### src/rtl/boot_loader_pkg.sv
// boot_loader_pkg -- shared FSM state type and sizing constants for the boot loader.
// Revision: 1.0
`default_nettype none

package boot_loader_pkg;

    localparam int DEFAULT_DEPTH   = 256;
    localparam int DEFAULT_TIMEOUT = 1000;
    localparam int COUNT_W         = 16;

    typedef enum logic [2:0] {
        ST_IDLE   = 3'd0,
        ST_LEN_HI = 3'd1,
        ST_LEN_LO = 3'd2,
        ST_DATA   = 3'd3,
        ST_CSUM   = 3'd4,
        ST_RUN    = 3'd5,
        ST_ERR    = 3'd6
    } state_e;

endpackage

`default_nettype wire

### src/rtl/word_packer.sv
// word_packer -- assembles big-endian 32-bit words from a byte stream.
// Revision: 1.0
`default_nettype none

module word_packer
    import boot_loader_pkg::*;
(
    input  logic        clk_i,
    input  logic        rst_ni,
    input  logic        clear_i,
    input  logic        byte_valid_i,
    input  logic [7:0]  byte_i,
    output logic        word_done_o,
    output logic [31:0] word_o
);

    logic [23:0] shift_q, shift_d;
    logic [1:0]  cnt_q, cnt_d;

    always_comb begin
        shift_d = shift_q;
        cnt_d   = cnt_q;
        if (clear_i) begin
            shift_d = '0;
            cnt_d   = '0;
        end else if (byte_valid_i) begin
            shift_d = {shift_q[15:0], byte_i};
            cnt_d   = cnt_q + 2'd1;
        end
    end

    // Strobe fires with the 4th byte; the word includes that byte directly.
    assign word_done_o = byte_valid_i && !clear_i && (cnt_q == 2'd3);
    assign word_o      = {shift_q, byte_i};

    always_ff @(posedge clk_i or negedge rst_ni) begin
        if (!rst_ni) begin
            shift_q <= '0;
            cnt_q   <= '0;
        end else begin
            shift_q <= shift_d;
            cnt_q   <= cnt_d;
        end
    end

endmodule

`default_nettype wire

### src/rtl/boot_loader.sv
// boot_loader -- loads a length/payload/checksum byte stream into instruction memory.
// Revision: 1.0
`default_nettype none

module boot_loader
    import boot_loader_pkg::*;
#(
    parameter int DEPTH   = DEFAULT_DEPTH,
    parameter int TIMEOUT = DEFAULT_TIMEOUT
) (
    input  logic        clk_i,
    input  logic        rst_ni,
    input  logic        start_i,
    input  logic [7:0]  rx_data_i,
    input  logic        rx_valid_i,
    output logic        rx_ready_o,
    output logic        wr_en_o,
    output logic [31:0] wr_addr_o,
    output logic [31:0] wr_data_o,
    output logic        cpu_reset_n_o,
    output logic        busy_o,
    output logic        done_o,
    output logic        error_o
);

    localparam int IDLE_W = $clog2(TIMEOUT + 1);

    state_e               state_q, state_d;
    logic [7:0]           len_hi_q, len_hi_d;
    logic [COUNT_W-1:0]   n_q, n_d;
    logic [COUNT_W-1:0]   word_idx_q, word_idx_d;
    logic [7:0]           csum_q, csum_d;
    logic [IDLE_W-1:0]    idle_q, idle_d;
    logic                 wr_en_q, wr_en_d;
    logic [31:0]          wr_addr_q, wr_addr_d;
    logic [31:0]          wr_data_q, wr_data_d;
    logic                 cpu_run_q;

    logic                 busy;
    logic                 fire;
    logic                 timeout_hit;
    logic                 pack_clear;
    logic                 pack_valid;
    logic                 word_done;
    logic [31:0]          word;
    logic [COUNT_W-1:0]   len_full;

    assign busy = (state_q == ST_LEN_HI) || (state_q == ST_LEN_LO) ||
                  (state_q == ST_DATA)   || (state_q == ST_CSUM);

    // Holding off the checksum byte while the last word is written keeps the
    // write and the checksum comparison in separate cycles.
    assign rx_ready_o = (state_q == ST_LEN_HI) || (state_q == ST_LEN_LO) ||
                        (state_q == ST_DATA)   || ((state_q == ST_CSUM) && !wr_en_q);

    assign fire       = rx_valid_i && rx_ready_o;
    assign pack_valid = fire && (state_q == ST_DATA);
    assign len_full   = {len_hi_q, rx_data_i};

    word_packer u_word_packer (
        .clk_i        (clk_i),
        .rst_ni       (rst_ni),
        .clear_i      (pack_clear),
        .byte_valid_i (pack_valid),
        .byte_i       (rx_data_i),
        .word_done_o  (word_done),
        .word_o       (word)
    );

    always_comb begin
        state_d     = state_q;
        len_hi_d    = len_hi_q;
        n_d         = n_q;
        word_idx_d  = word_idx_q;
        csum_d      = csum_q;
        idle_d      = idle_q;
        wr_en_d     = 1'b0;
        wr_addr_d   = wr_addr_q;
        wr_data_d   = wr_data_q;
        pack_clear  = 1'b0;
        timeout_hit = 1'b0;

        if (busy) begin
            if (fire) begin
                idle_d = '0;
            end else begin
                idle_d      = idle_q + IDLE_W'(1);
                timeout_hit = (idle_q == IDLE_W'(TIMEOUT - 1));
            end
        end

        case (state_q)
            ST_IDLE, ST_RUN, ST_ERR: begin
                if (start_i) begin
                    state_d    = ST_LEN_HI;
                    len_hi_d   = '0;
                    n_d        = '0;
                    word_idx_d = '0;
                    csum_d     = '0;
                    idle_d     = '0;
                    pack_clear = 1'b1;
                end
            end
            ST_LEN_HI: begin
                if (fire) begin
                    len_hi_d = rx_data_i;
                    state_d  = ST_LEN_LO;
                end
            end
            ST_LEN_LO: begin
                if (fire) begin
                    n_d = len_full;
                    if (32'(len_full) > 32'(DEPTH)) begin
                        state_d = ST_ERR;
                    end else if (len_full == '0) begin
                        state_d = ST_CSUM;
                    end else begin
                        state_d = ST_DATA;
                    end
                end
            end
            ST_DATA: begin
                if (fire) begin
                    csum_d = csum_q ^ rx_data_i;
                    if (word_done) begin
                        wr_en_d    = 1'b1;
                        wr_addr_d  = 32'({word_idx_q, 2'b00});
                        wr_data_d  = word;
                        word_idx_d = word_idx_q + COUNT_W'(1);
                        if (word_idx_q == n_q - COUNT_W'(1)) begin
                            state_d = ST_CSUM;
                        end
                    end
                end
            end
            ST_CSUM: begin
                if (fire) begin
                    state_d = (rx_data_i == csum_q) ? ST_RUN : ST_ERR;
                end
            end
            default: state_d = ST_IDLE;
        endcase

        if (timeout_hit) begin
            state_d = ST_ERR;
        end
    end

    always_ff @(posedge clk_i or negedge rst_ni) begin
        if (!rst_ni) begin
            state_q    <= ST_IDLE;
            len_hi_q   <= '0;
            n_q        <= '0;
            word_idx_q <= '0;
            csum_q     <= '0;
            idle_q     <= '0;
            wr_en_q    <= 1'b0;
            wr_addr_q  <= '0;
            wr_data_q  <= '0;
            cpu_run_q  <= 1'b0;
        end else begin
            state_q    <= state_d;
            len_hi_q   <= len_hi_d;
            n_q        <= n_d;
            word_idx_q <= word_idx_d;
            csum_q     <= csum_d;
            idle_q     <= idle_d;
            wr_en_q    <= wr_en_d;
            wr_addr_q  <= wr_addr_d;
            wr_data_q  <= wr_data_d;
            cpu_run_q  <= (state_d == ST_RUN);
        end
    end

    assign wr_en_o       = wr_en_q;
    assign wr_addr_o     = wr_addr_q;
    assign wr_data_o     = wr_data_q;
    assign cpu_reset_n_o = cpu_run_q;
    assign busy_o        = busy;
    assign done_o        = (state_q == ST_RUN);
    assign error_o       = (state_q == ST_ERR);

endmodule

`default_nettype wire

### config.mk
export PLATFORM = sky130hd
export DESIGN_NAME = boot_loader
export DESIGN_NICKNAME = d
export VERILOG_FILES = /design/src/rtl/boot_loader_pkg.sv /design/src/rtl/word_packer.sv /design/src/rtl/boot_loader.sv
export SDC_FILE = /design/constraint.sdc
export NUM_CORES = 1
export LEC_CHECK = 0
export ABC_CLOCK_PERIOD_IN_PS = 3300
export BUFFER_PORTS_ARGS = -buffer_cell sky130_fd_sc_hd__buf_2
export CORE_ASPECT_RATIO = 1.25
export CORE_MARGIN = 2
export CORE_UTILIZATION = 54
export CTS_BUF_LIST = sky130_fd_sc_hd__clkbuf_4
export CTS_CLUSTER_DIAMETER = 120
export DETAILED_ROUTE_END_ITERATION = 6
export PLACE_DENSITY = 0.86
export SLEW_MARGIN = 20
export SYNTH_ARGS = -nofsm -noshare
export SYNTH_HDL_FRONTEND = slang
export SYNTH_HIERARCHICAL = 1
export SYNTH_SLANG_ARGS = --single-unit
### constraint.sdc
create_clock -name clk_i -period 3.3 [get_ports clk_i]
set_clock_uncertainty 0.05 [all_clocks]
set_input_delay 0.33 -clock clk_i [delete_from_list [all_inputs] [get_ports clk_i]]
set_output_delay 0.33 -clock clk_i [all_outputs]
set_load 0.01 [all_outputs]
==> flow_metrics.tcl <==
set metrics [dict create \
    die-area_mm2 0.0133 \
    drive_gt1_share_pct 23.5 \
    drc_errors 0 \
    netlist_instances 632 \
    period_share_pct 91.3 \
    post_drt_wl_per_cell_um 16.9 \
    cp_top_family "simple AND/OR/NAND/NOR gates" \
    num_rows 45 \
    drtIter0Drc 335 \
    core-area_mm2 0.0122 \
    hpwl_mm 10.1 \
    rsz0062_at_grt "false" \
    areaGrowthSynthToFinish_pct 9.80 \
    stdcell_count 866 \
    cp.arrival_ns 3.43 \
    clk_pin_slew_ns 0.11 \
    worstSkewPairLatency_ns 0.54 \
    yosys-top-cells-area "dfrtp_1 51%, mux2_2 7.7%, mux2i_1 3.9%" \
    grt_use_total_pct 23.0 \
    grt_pass1_vias 4932 \
    routed_via_density 5.68 \
    p_per_area_mw_per_mm2 727 \
    ys_seq_elements 137 \
    path_max_fanout 14 \
    ant_nets 0 \
    ir_drop_uv 340 \
    path_class "reg2reg" \
    synth-warning-count 6 \
    cts_tree "done" \
    syn_area_mm2 0.00670 \
    yosysMostFrequentCell "dfrtp_1" \
    drt-total-wl_mm 14.6 \
    fp.dieW_um 104 \
    clock_sinks 137 \
    synth_top_cell_by_area "dfrtp_1" \
    ys.flop_type "dfrtp_1" \
    antenna_found_initial 0 \
    critPathBufInv 0 \
    worst-r2r-cell-count 11 \
    firstDrtPassIters 5 \
    r2r-start "state_q[2]" \
    start_util_pct 55.1 \
    port-buffer-count 65 \
    crit_path_end_kind "register" \
    critPathSlowestCell "dfrtp_1" \
    place_congestion 0.950 \
    n_antenna_cell 0 \
    max_cap_viol_count 0 \
    grt_max_degree 79 \
    die_h_um 129 \
    hold_viol_final 0 \
    hp-class "in2reg" \
    cts_root_buf "clkbuf_4" \
    setup-tns-final_ns 0 \
    crit_chain "nor4b_4, o21ai_2, nor2_4, nand2_1, nor2_1, nand4b_1, a21boi_2, o211a_1, nand2_1, or3_1, a21oi_1" \
    hold_end "n_q[2]" \
    synth-edff-count 0 \
    h-tree-depth 4 \
    relSlewSlack_pct 43.8 \
    critical_path.max_stage_delay_ns 0.58 \
    min_from "rx_data_i[2]" \
    grt_pass1_wl_mm 24.3 \
    worst_ep_required_time_ns 3.72 \
    start_kind "register" \
    max_freq_ghz 0.332 \
    cts_buffers 17 \
    cts_max_path_buffers 2 \
    synth_seq_area_share_pct 51.1 \
    dp.cells 833 \
    via_count 4916 \
    tightest_slew_ns 0.841 \
    hold_depth 3 \
    p_leak_nw 3.60 \
    ios 82 \
    status "completed" \
    rr_endpoint "word_idx_q[12]" \
    cpMostUsedCell "nand2_1" \
    rrSetupSlack_ns 0.29 \
    cts_setup_buffers 0 \
    min_period_ns 3.01 \
    final_util_pct 60.5 \
    finalSetupViolCount 0 \
    grt_overflow 0 \
    syn_area_per_cell_um2 10.6 \
    drv_slew 0 \
    synth_common_cells "137 x dfrtp_1, 67 x nand2_1, 65 x nor2_1, 46 x mux2_2, 45 x o21ai_0" \
    final_nets 705 \
    nFillCells 988 \
    synth.distinct_cells 61 \
    yosys.area.top_type_share_pct 51.1 \
    synth-async-reset-ratio_pct 100 \
]
[layout make-up]
class,count,area [um2],area share (%)
repair buffers,76,442,6.00
clock buffers,21,158,2.14
multi-input cells,445,2950,40.1
flip-flops and latches,137,3430,46.6
inverters,12,45.0,0.612
clock inverters,11,129,1.75
well taps,164,205,2.79
[kinds of logic (layout without fill, tap and decap cells)]
family	count (synthesis)	after routing	synth area share, %
other cells	1	16	0.0559
mux	72	72	11.6
buf+inv	65	120	5.90
xor+xnor	48	48	6.27
flops	137	137	51.1
fa+ha+maj	5	5	0.896
compound gates	92	92	8.70
simple gates	212	212	15.4
[worst max path at each step]
stage	endpoint	slack (ns)	cells past startpoint	from
floorplan	word_idx_q[11]	0.10	15	state_q[0]
global placement	word_idx_q[11]	0.35	11	state_q[2]
detailed placement	word_idx_q[11]	0.17	11	state_q[2]
CTS	word_idx_q[11]	0.14	11	state_q[2]
global route	word_idx_q[11]	0.07	11	state_q[2]
finish	word_idx_q[12]	0.29	11	state_q[2]
[metrics by stage]
step | area [um2] | setup slack [ns] | total power [mW] | hold slack (ns)
floorplan | 6760 | 0.102 | 3.74 | -0.0156
global route | 7360 | 0.0698 | 5.69 | 0.0594
CTS | 7350 | 0.138 | 5.33 | 0.0333
detailed placement | 7050 | 0.174 | 4.20 | 0.355
global placement | 7050 | 0.349 | 4.08 | 0.340
finish | 7360 | 0.287 | 5.35 | 0.0735
[tightest hold or removal path: stages]
cell	delay [ns]
buf_2	0.16
nand2_1	0.07
o21ai_0	0.06
[per-layer routing]
metal  vias up  routed length (um)  track usage, %
li1       2273                   -               -
met1      2428                5910            27.0
met2       179                7580            41.4
met3        36                 778            5.78
met4         0                 351            7.95
met5         -                   0               0
[report_power, final]
part | switching, mW | internal, mW
registers | 0.276 | 1.92
logic | 1.20 | 0.829
clock network | 0.577 | 0.547
[registers in the layout, indices dropped and copies added (netlist names)]
signal                 count
state_q                    3
wr_addr_o                 16
u_word_packer/cnt_q        2
cpu_reset_n_o              1
wr_en_o                    1
idle_q                    10
wr_data_o                 32
len_hi_q                   8
word_idx_q                16
u_word_packer/shift_q     24
csum_q                     8
n_q                       16
[cells in the final DEF, fill, tap and decap left out, drive strengths merged, types with 3 or more instances in the layout]
cell type and instances:
and2 3, or4 6, conb 16, inv 11, nor3 11, buf 75
nand3 10, or2 3, xnor2 28, clkbuf 21, o21ai 46, mux2i 26
a31oi 4, xor2 20, nor3b 6, ha 4, dfrtp 137, a22o 9
a21oi 11, nor2 66, nor4 8, nand2 67, bufinv 3, clkinv 9
nand4 11, or3 9, mux2 46
[repair_timing]
action / CTS / global route
hold buffers: 1 / 0
endpoints found under the hold margin: 77 / 0
endpoints found under the setup margin: 0 / 7
gates resized for setup: 0 / 2
Power figures use the tool's default switching activity.
